<file path="src/rtl/uart_cmd_pkg.sv">
// Shared types and constants for the UART command-frame controller.
// The CSUM state exists only when UART_CMD_CKSUM_EN is defined.
package uart_cmd_pkg;

  typedef enum logic [2:0] {
    ST_IDLE,
    ST_ADDR,
    ST_LEN,
    ST_DATA,
`ifdef UART_CMD_CKSUM_EN
    ST_CSUM,
`endif
    ST_DRAIN
  } state_t;

  localparam logic [1:0] ERR_LEN     = 2'd0;
  localparam logic [1:0] ERR_CSUM    = 2'd1;
  localparam logic [1:0] ERR_TIMEOUT = 2'd2;
  localparam logic [1:0] ERR_OVERRUN = 2'd3;

  localparam logic [7:0] HEADER_DEFAULT = 8'hA5;

  function automatic int idx_w(input int max_len);
    return (max_len > 1) ? $clog2(max_len) : 1;
  endfunction

endpackage

</file>
<file path="src/rtl/uart_cmd_buf.sv">
// Payload buffer: single clock, synchronous write port, combinational read port.
module uart_cmd_buf #(
  parameter int DEPTH = 16,
  parameter int IW    = 4
) (
  input  logic          clk,
  input  logic          we,
  input  logic [IW-1:0] wa,
  input  logic [7:0]    wd,
  input  logic [IW-1:0] ra,
  output logic [7:0]    rd
);

  logic [7:0] mem [DEPTH];

  always_ff @(posedge clk) begin
    if (we) mem[wa] <= wd;
  end

  assign rd = mem[ra];

endmodule

</file>
<file path="src/rtl/uart_cmd_ctrl.sv">
// Frame assembler behind the UART receiver: HEADER, ADDR, LEN, payload[, CSUM],
// replayed onto a ready/valid register-write port. Checksum stage: UART_CMD_CKSUM_EN.
module uart_cmd_ctrl
  import uart_cmd_pkg::*;
#(
  parameter int         MAX_LEN = 16,
  parameter logic [7:0] HEADER  = HEADER_DEFAULT,
  parameter int         TIMEOUT = 104_160
) (
  input  logic       clk,
  input  logic       rst,
  input  logic       rx_vld,
  input  logic [7:0] rx_data,
  output logic       wr_en,
  output logic [7:0] wr_addr,
  output logic [7:0] wr_data,
  input  logic       wr_rdy,
  output logic       busy,
  output logic       frame_ok,
  output logic       frame_err,
  output logic [1:0] err_code
);

  localparam int            IW        = idx_w(MAX_LEN);
  localparam int            TW        = $clog2(TIMEOUT);
  localparam logic [TW-1:0] T_TERM    = TW'(TIMEOUT - 1);
  localparam logic [7:0]    MAX_LEN_B = 8'(MAX_LEN);

  state_t        state, state_nx;
  logic [TW-1:0] tcnt, tcnt_nx, tcnt_inc;
  logic [IW-1:0] idx, idx_nx, last, last_nx, rd_idx;
  logic [7:0]    base, base_nx, rd_data;
  logic          ok_pend, ok_pend_nx;
  logic          wr_en_nx, busy_nx, frame_ok_nx, frame_err_nx;
  logic [7:0]    wr_addr_nx, wr_data_nx;
  logic [1:0]    err_code_nx;
  logic          timed, buf_we;
`ifdef UART_CMD_CKSUM_EN
  logic [7:0]    csum, csum_nx;
`endif

  uart_cmd_buf #(.DEPTH(MAX_LEN), .IW(IW)) u_buf (
    .clk (clk),
    .we  (buf_we),
    .wa  (idx),
    .wd  (rx_data),
    .ra  (rd_idx),
    .rd  (rd_data)
  );

  assign buf_we   = rx_vld && (state == ST_DATA);
  assign tcnt_inc = tcnt + TW'(1);
`ifdef UART_CMD_CKSUM_EN
  assign timed = state inside {ST_ADDR, ST_LEN, ST_DATA, ST_CSUM};
`else
  assign timed = state inside {ST_ADDR, ST_LEN, ST_DATA};
`endif

  always_comb begin
    state_nx     = state;
    tcnt_nx      = '0;
    idx_nx       = idx;
    last_nx      = last;
    base_nx      = base;
    ok_pend_nx   = 1'b0;
    wr_en_nx     = wr_en;
    wr_addr_nx   = wr_addr;
    wr_data_nx   = wr_data;
    frame_ok_nx  = 1'b0;
    frame_err_nx = 1'b0;
    err_code_nx  = err_code;
    rd_idx       = idx + IW'(1);
`ifdef UART_CMD_CKSUM_EN
    csum_nx      = csum;
`endif
    if (timed) tcnt_nx = rx_vld ? '0 : tcnt_inc;

    case (state)
      ST_IDLE: begin
        // A completion deferred behind an overrun error is reported here.
        frame_ok_nx = ok_pend;
`ifdef UART_CMD_CKSUM_EN
        csum_nx = '0;
`endif
        if (rx_vld && rx_data == HEADER) state_nx = ST_ADDR;
      end
      ST_ADDR: begin
        if (rx_vld) begin
          base_nx  = rx_data;
`ifdef UART_CMD_CKSUM_EN
          csum_nx  = rx_data;
`endif
          state_nx = ST_LEN;
        end
      end
      ST_LEN: begin
        if (rx_vld) begin
          if (rx_data != 8'd0 && rx_data <= MAX_LEN_B) begin
            last_nx  = IW'(rx_data - 8'd1);
            idx_nx   = '0;
`ifdef UART_CMD_CKSUM_EN
            csum_nx  = csum + rx_data;
`endif
            state_nx = ST_DATA;
          end else begin
            frame_err_nx = 1'b1;
            err_code_nx  = ERR_LEN;
            state_nx     = ST_IDLE;
          end
        end
      end
      ST_DATA: begin
        rd_idx = '0;
        if (rx_vld) begin
          idx_nx = idx + IW'(1);
`ifdef UART_CMD_CKSUM_EN
          csum_nx = csum + rx_data;
          if (idx == last) state_nx = ST_CSUM;
`else
          if (idx == last) begin
            state_nx   = ST_DRAIN;
            idx_nx     = '0;
            wr_en_nx   = 1'b1;
            wr_addr_nx = base;
            // With a single-byte payload, byte 0 is still in flight to the buffer.
            wr_data_nx = (idx == '0) ? rx_data : rd_data;
          end
`endif
        end
      end
`ifdef UART_CMD_CKSUM_EN
      ST_CSUM: begin
        rd_idx = '0;
        if (rx_vld) begin
          if (rx_data == csum) begin
            state_nx   = ST_DRAIN;
            idx_nx     = '0;
            wr_en_nx   = 1'b1;
            wr_addr_nx = base;
            wr_data_nx = rd_data;
          end else begin
            frame_err_nx = 1'b1;
            err_code_nx  = ERR_CSUM;
            state_nx     = ST_IDLE;
          end
        end
      end
`endif
      ST_DRAIN: begin
        if (rx_vld) begin
          frame_err_nx = 1'b1;
          err_code_nx  = ERR_OVERRUN;
        end
        if (wr_en && wr_rdy) begin
          if (idx == last) begin
            wr_en_nx    = 1'b0;
            state_nx    = ST_IDLE;
            idx_nx      = '0;
            ok_pend_nx  = rx_vld;
            frame_ok_nx = !rx_vld;
          end else begin
            idx_nx     = rd_idx;
            wr_addr_nx = wr_addr + 8'd1;
            wr_data_nx = rd_data;
          end
        end
      end
      default: state_nx = ST_IDLE;
    endcase

    if (timed && !rx_vld && tcnt_inc == T_TERM) begin
      frame_err_nx = 1'b1;
      err_code_nx  = ERR_TIMEOUT;
      state_nx     = ST_IDLE;
      tcnt_nx      = '0;
    end

    busy_nx = (state_nx != ST_IDLE);
  end

  always_ff @(posedge clk) begin
    if (rst) begin
      state     <= ST_IDLE;
      tcnt      <= '0;
      idx       <= '0;
      ok_pend   <= 1'b0;
      wr_en     <= 1'b0;
      wr_addr   <= '0;
      wr_data   <= '0;
      busy      <= 1'b0;
      frame_ok  <= 1'b0;
      frame_err <= 1'b0;
      err_code  <= '0;
    end else begin
      state     <= state_nx;
      tcnt      <= tcnt_nx;
      idx       <= idx_nx;
      ok_pend   <= ok_pend_nx;
      wr_en     <= wr_en_nx;
      wr_addr   <= wr_addr_nx;
      wr_data   <= wr_data_nx;
      busy      <= busy_nx;
      frame_ok  <= frame_ok_nx;
      frame_err <= frame_err_nx;
      err_code  <= err_code_nx;
    end
  end

  always_ff @(posedge clk) begin
    base <= base_nx;
    last <= last_nx;
`ifdef UART_CMD_CKSUM_EN
    csum <= csum_nx;
`endif
  end

endmodule

</file>
<file path="config.mk">
export PLATFORM = sky130hd
export DESIGN_NAME = uart_cmd_ctrl
export DESIGN_NICKNAME = d
export VERILOG_FILES = /design/src/rtl/uart_cmd_pkg.sv /design/src/rtl/uart_cmd_buf.sv /design/src/rtl/uart_cmd_ctrl.sv
export SDC_FILE = /design/constraint.sdc
export NUM_CORES = 1
export LEC_CHECK = 0
export ABC_CLOCK_PERIOD_IN_PS = 4000
export CAP_MARGIN = 20
export CORE_MARGIN = 3
export CORE_UTILIZATION = 50
export CTS_CLUSTER_DIAMETER = 150
export CTS_CLUSTER_SIZE = 8
export DETAILED_ROUTE_END_ITERATION = 6
export MAX_ROUTING_LAYER = met4
export PLACE_DENSITY = 0.65
export RECOVER_POWER = 50
export SYNTH_ARGS = -nofsm -noshare
export SYNTH_HDL_FRONTEND = slang
export SYNTH_SLANG_ARGS = --single-unit
</file>
<file path="constraint.sdc">
create_clock -name clk -period 4 [get_ports clk]
set_clock_uncertainty 0.05 [all_clocks]
set_input_delay 0.8 -clock clk [delete_from_list [all_inputs] [get_ports clk]]
set_output_delay 0.8 -clock clk [all_outputs]
set_load 0.01 [all_outputs]
</file>
==> flow_summary.yaml, run 1 <==
pwr:
  power.switching_uw: 827.4
  pwr-share-seq: 0.538
  clkPwrFrac: 0.446
  swShare: 0.2138
  power_leakage_uw: 0.003080
  internal_power_uw: 3043
  powerDensity_nw_per_um2: 408.0
  peakVddDrop_uv: 302.3
  p_comb_frac: 0.016
  power_uw: 3871
setup_path:
  worstPathCellList: "dlygate4sd3_1 -> clkbuf_1 -> nand3b_1 -> nor2_1 -> mux2_2 -> nand2_1 -> a21o_1 -> o31a_1"
  path_class: "input pin to flop"
  worstSetupEndpointType: "flop"
  cp.arrival_ns: 3.70
  r2r-end: "wr_data[5]"
  regToRegSetupSlack_ns: 0.80
  crit_required_ns: 4.27
  cpPeakStageDelay_ns: 0.52
  cp_slowest_cell: "dlygate4sd3_1"
  r2r.worst_path.cells: 7
  cp_max_fo: 20
  worst_setup_path_start_kind: "input pin"
  endpoint: "wr_data[0]"
  critical-path-top-delay-family: "simple AND/OR/NAND/NOR gates"
  r2r-start: "idx[0]"
  critPathBufInv: 2
  worst-path-stages: 8
  startpoint: "rx_vld"
logic_synthesis:
  synth-async-reset-ratio: 0
  syn-num-nets: 696
  synth_edf_count: 140
  ys.warnings.count: 0
  synth_area_um2: 8294
  synthCells: 674
  synthFlopType: "edfxtp_1"
  ys_types: 67
  synth-seq-cells: 187
  avgSynthCellArea_um2: 12.31
  ys_seq_area_frac: 0.6203
status:
  status: "completed"
layout:
  layout_commonest_cell: "edfxtp_1"
  fin_util: 0.5909
  design_area_um2: 9488
  drive_above_1_share: 0.1085
  fin_nets: 737
  area_delta_synth_final_pct: 14.39
  final_cell_mix: "edfxtp_1, nor2_1, nand2_1"
  antennaDiodeCount: 0
route:
  finalWirelength_um: 20410
  vias_per_cell: 6.007
  via_count: 5671
  postRouteAntennaNets: 0
  drt-initial-drc-count: 673
  drcViolationCount: 0
  dr.pass1.iters: 5
  drt-wirelength-per-cell_um: 21.62
sta:
  worst_pin_slew_ns: 1.414
  hold_violations: 0
  slew_headroom: 0.05736
  finalSetupViolCount: 0
  fin_setup_tns_ns: 0
  fmax_ghz: 0.2913
  rsz0062_at_grt: "false"
  period_share: 0.8583
  maxSlewViolCount: 0
  finalCriticalPeriod_ns: 3.433
clock_tree:
  clockBufferDepth: 2
  hold_buffers: 0
  root_buffer: "clkbuf_16"
  htreeDepth: 4
  clk_pin_slew_worst_paths_ns: 0.07
  post_cts_buffers: 0
  cts_resized: 0
  numCtsBuffers: 17
  cts_sinks: 187
  cts_tree: "done"
  clock_latency_ns: 0.43
global_route:
  grt_max_degree: 32
  grt-ovfl-total: 0
  grt_pass1_vias: 5521
  grt_antenna_before_repair: 0
  grt_pass1_wl_um: 31930
  use_met1: 0.3325
  grt_use_met3: 0.04918
  grtUsageTotal: 0.2427
  top_usage_layer: "met2"
  use_met2: 0.3602
placed_design:
  io_buffer_count: 33
  place.gp.congestion: 0.9221
  dp_hpwl_um: 13770
  place_area_um2: 8927
worst_hold_path:
  whs_path_depth: 2
  hold_class: "flop to flop"
die:
  start_util: 0.5165
  die_h_um: 134.8
  die_area_um2: 18170
  core.rowCount: 46
  core_um2: 16060
  num_io_pins: 34
  die_x_um: 134.8
flow_run:
  timing.max_cap.violations: 0
==> kinds of logic after synthesis <==
kind of cell / after synthesis / synth area share
simple gates: 231 / 0.1410
flops: 187 / 0.6203
compound gates: 137 / 0.1109
buf+inv: 53 / 0.02745
mux: 31 / 0.05883
xor+xnor: 25 / 0.02640
fa+ha+maj: 10 / 0.01509
==> Yosys cell counts (all sizes together) (6+ instances only) <==
cell,instances,area share
nor3,25,0.016
buf,17,0.011
a31oi,8,0.0060
a21oi,33,0.020
and3,8,0.0060
xnor2,16,0.017
nand2,49,0.023
nand4,7,0.0071
ha,10,0.015
or3,15,0.011
mux4,14,0.038
edfxtp,140,0.51
mux2i,15,0.018
inv,15,0.0068
nand3,19,0.012
dfxtp,47,0.11
o21ai,22,0.014
a21o,6,0.0054
o211ai,10,0.0091
nor2,73,0.033
a2bb2oi,7,0.0074
xor2,9,0.0095
o22ai,10,0.0075
clkbuf,21,0.0095
==> power by group through the flow <==
stage,Sequential (uW),Combinational [uW],Clock (uW)
2_1_floorplan,2120,14.5,0
4_1_cts,2080,70.3,1760
3_3_place_gp,2120,68.4,0
6_report,2080,63.4,1730
5_1_grt,2080,69.3,1850
3_5_place_dp,2120,70.2,0
==> worst min path at each step <==
stage,from,endpoint,slack (ns)
6_report,wr_data[6],wr_data[6],0.45
5_1_grt,wr_data[6],wr_data[6],0.48
4_1_cts,wr_data[6],wr_data[6],0.46
3_5_place_dp,tcnt[15],tcnt[15],0.45
3_3_place_gp,tcnt[15],tcnt[15],0.43
2_1_floorplan,tcnt[0],tcnt[0],0.42
==> cell type report <==
| cell class | instances | area (um^2) |
|---|---|---|
| clock buffers | 17 | 425.4 |
| clock inverters | 15 | 176.4 |
| fillers | 1275 | 6570 |
| inverters | 15 | 56.30 |
| multi-input cells | 434 | 2922 |
| flip-flops and latches | 187 | 5146 |
| well taps | 216 | 270.3 |
| repair buffers | 60 | 491.7 |
==> state kept, by name, indices dropped and copies added, names as in the netlist <==
signal,cells
u_buf.mem,128
tcnt,17
base,8
wr_addr,8
wr_data,8
idx,4
last,4
state,3
err_code,2
busy,1
frame_err,1
frame_ok,1
ok_pend,1
wr_en,1
==> layer usage <==
| metal | vias up | wire (um) |
|---|---|---|
| met4 | 0 | 652 |
| met1 | 2771 | 8644 |
| met3 | 35 | 1492 |
| met5 | - | 0 |
| met2 | 240 | 9622 |
| li1 | 2625 | - |
==> per-stage QoR <==
| step | setup WS [ns] | hold WS, ns | std cells |
|---|---|---|---|
| after floorplan | 1.360 | 0.4154 | 674 |
| after global placement | 0.5735 | 0.4331 | 911 |
| after detailed placement | 0.5937 | 0.4529 | 912 |
| after CTS | 0.8351 | 0.4635 | 944 |
| after global routing | 0.3477 | 0.4822 | 944 |
| final | 0.5668 | 0.4519 | 944 |
==> worst reg2reg max path, delay by kind of cell (launching register included) <==
family	cells	cell delay, ns
AOI/OAI and AO/OA	2	0.47
buffers and inverters	2	0.81
adders and majority gates	1	0.84
DFF	1	0.62
and+or+nand+nor	2	0.30
Power figures use the tool's default switching activity.
==> inputs of run 2 (changes only) <==
Settings changed: ABC_CLOCK_PERIOD_IN_PS 4000 to 4300, SLEW_MARGIN from default to 20.
Clock period 4 ns to 4.3 ns, I/O delays scaled along.
==> flow_summary.yaml, run 2 (synthesis results as in run 1) <==
status:
  status: "completed"
sta:
  rsz0062_at_grt: "false"
  worst_pin_slew_ns: 1.248
  finalSetupViolCount: 0
  slew_headroom: 0.1681
  period_share: 0.8245
  fin_setup_tns_ns: 0
  maxSlewViolCount: 0
  fmax_ghz: 0.2821
  holdWs_ns: 0.4609
  hold_violations: 0
  finalCriticalPeriod_ns: 3.545
route:
  drt-wirelength-per-cell_um: 21.23
  dr.pass1.iters: 5
  vias_per_cell: 5.997
  postRouteAntennaNets: 0
  finalWirelength_um: 19870
  via_count: 5613
  drcViolationCount: 0
  drt-initial-drc-count: 510
setup_path:
  cp_max_fo: 21
  cp.arrival_ns: 3.55
  cp_slowest_cell: "clkbuf_1"
  cpPeakStageDelay_ns: 0.91
  r2r-start: "idx[0]"
  critical-path-top-delay-family: "buffers and inverters"
  worstPathCellList: "dlygate4sd3_1 -> clkbuf_1 -> nor3b_1 -> xnor2_1 -> and2_1 -> nor3b_1"
  r2r.worst_path.cells: 8
  endpoint: "last[0]"
  startpoint: "rx_data[3]"
  path_class: "input pin to flop"
  worst_setup_path_start_kind: "input pin"
  worst-path-stages: 6
  crit_top_cell: "nor3b_1"
  crit_required_ns: 4.31
  regToRegSetupSlack_ns: 1.05
  r2r-end: "wr_data[4]"
  worstSetupEndpointType: "flop"
  critPathBufInv: 2
layout:
  top_register: "u_buf.mem"
  drive_above_1_share: 0.1014
  largest_reg_flops: 128
  area_delta_synth_final_pct: 13.47
  fin_nets: 729
  antennaDiodeCount: 0
  layout_commonest_cell: "edfxtp_1"
  final_cell_mix: "edfxtp_1, nor2_1, nand2_1"
  reg_top3: "u_buf.mem (128), tcnt (17)"
clock_tree:
  cts_resized: 0
  cts_tree: "done"
  clock_latency_ns: 0.43
  post_cts_buffers: 0
  root_buffer: "clkbuf_16"
  clk_pin_slew_worst_paths_ns: 0.06
  hold_buffers: 0
  numCtsBuffers: 17
  htreeDepth: 4
  clockBufferDepth: 2
  cts_sinks: 187
die:
  die_h_um: 134.8
  die_x_um: 134.8
  start_util: 0.5165
  core_um2: 16060
  num_io_pins: 34
  core.rowCount: 46
  die_area_um2: 18170
placed_design:
  dp_hpwl_um: 13210
  io_buffer_count: 33
  place.gp.congestion: 0.9592
global_route:
  grt_antenna_before_repair: 0
  grtUsageTotal: 0.2345
  grt_pass1_vias: 5381
  grt_max_degree: 32
  grt_pass1_wl_um: 31330
  grt-ovfl-total: 0
pwr:
  power_leakage_uw: 0.003018
  peakVddDrop_uv: 294.7
  powerDensity_nw_per_um2: 376.4
flow_run:
  timing.max_cap.violations: 0
worst_hold_path:
  hold_class: "flop to flop"
[run 2: area by class of cell]
cell class                      count  area (um^2)
Timing Repair Buffer               52        439.2
Multi-Input combinational cell    434         2925
Tap cell                          216        270.3
Clock buffer                       20        436.7
Sequential cell                   187         5146
Clock inverter                     12        137.6
Inverter                           15        56.30
Fill cell                        1318         6646
[run 2: worst register-to-register path, stage by stage (launching register included)]
cell and delay (ns):
dfxtp_2 0.57, inv_1 0.08, buf_4 0.25, ha_1 0.86
buf_4 0.36, nand2_1 0.13, a21oi_1 0.27, o21ai_0 0.24
o31a_1 0.34
[run 2: metal layers]
metal	GRT usage	wire length, um
met5	-	0
met4	0.09898	722
met3	0.04285	1274
met2	0.3541	9187
met1	0.3157	8685
[run 2: metrics by stage]
step             util  setup WS, ns  instance area, um^2  power [uW]  instances
6_report       0.5861        0.7547                 9412        3542        936
5_1_grt        0.5861        0.5649                 9412        3651        936
3_3_place_gp   0.5522        0.7781                 8867        2038        904
4_1_cts        0.5882         1.074                 9445        3561        936
3_5_place_dp   0.5524        0.6447                 8871        2041        904
2_1_floorplan       -         1.660                 8294        1989        674
[run 2: where the power goes]
group	internal [uW]	total (uW)	switching, uW
Combinational	14.0	59.3	45.3
Sequential	1940	1940	0.120
Clock	864	1550	683
Total	2810	3540	728
[run 2: how the worst min path moves through the flow]
stage | start | end | cells past startpoint
floorplan | tcnt[0] | tcnt[0] | 1
global placement | wr_en | wr_en | 2
detailed placement | tcnt[0] | tcnt[0] | 1
CTS | tcnt[15] | tcnt[15] | 2
global route | wr_addr[0] | wr_addr[0] | 2
finish | tcnt[0] | tcnt[0] | 1
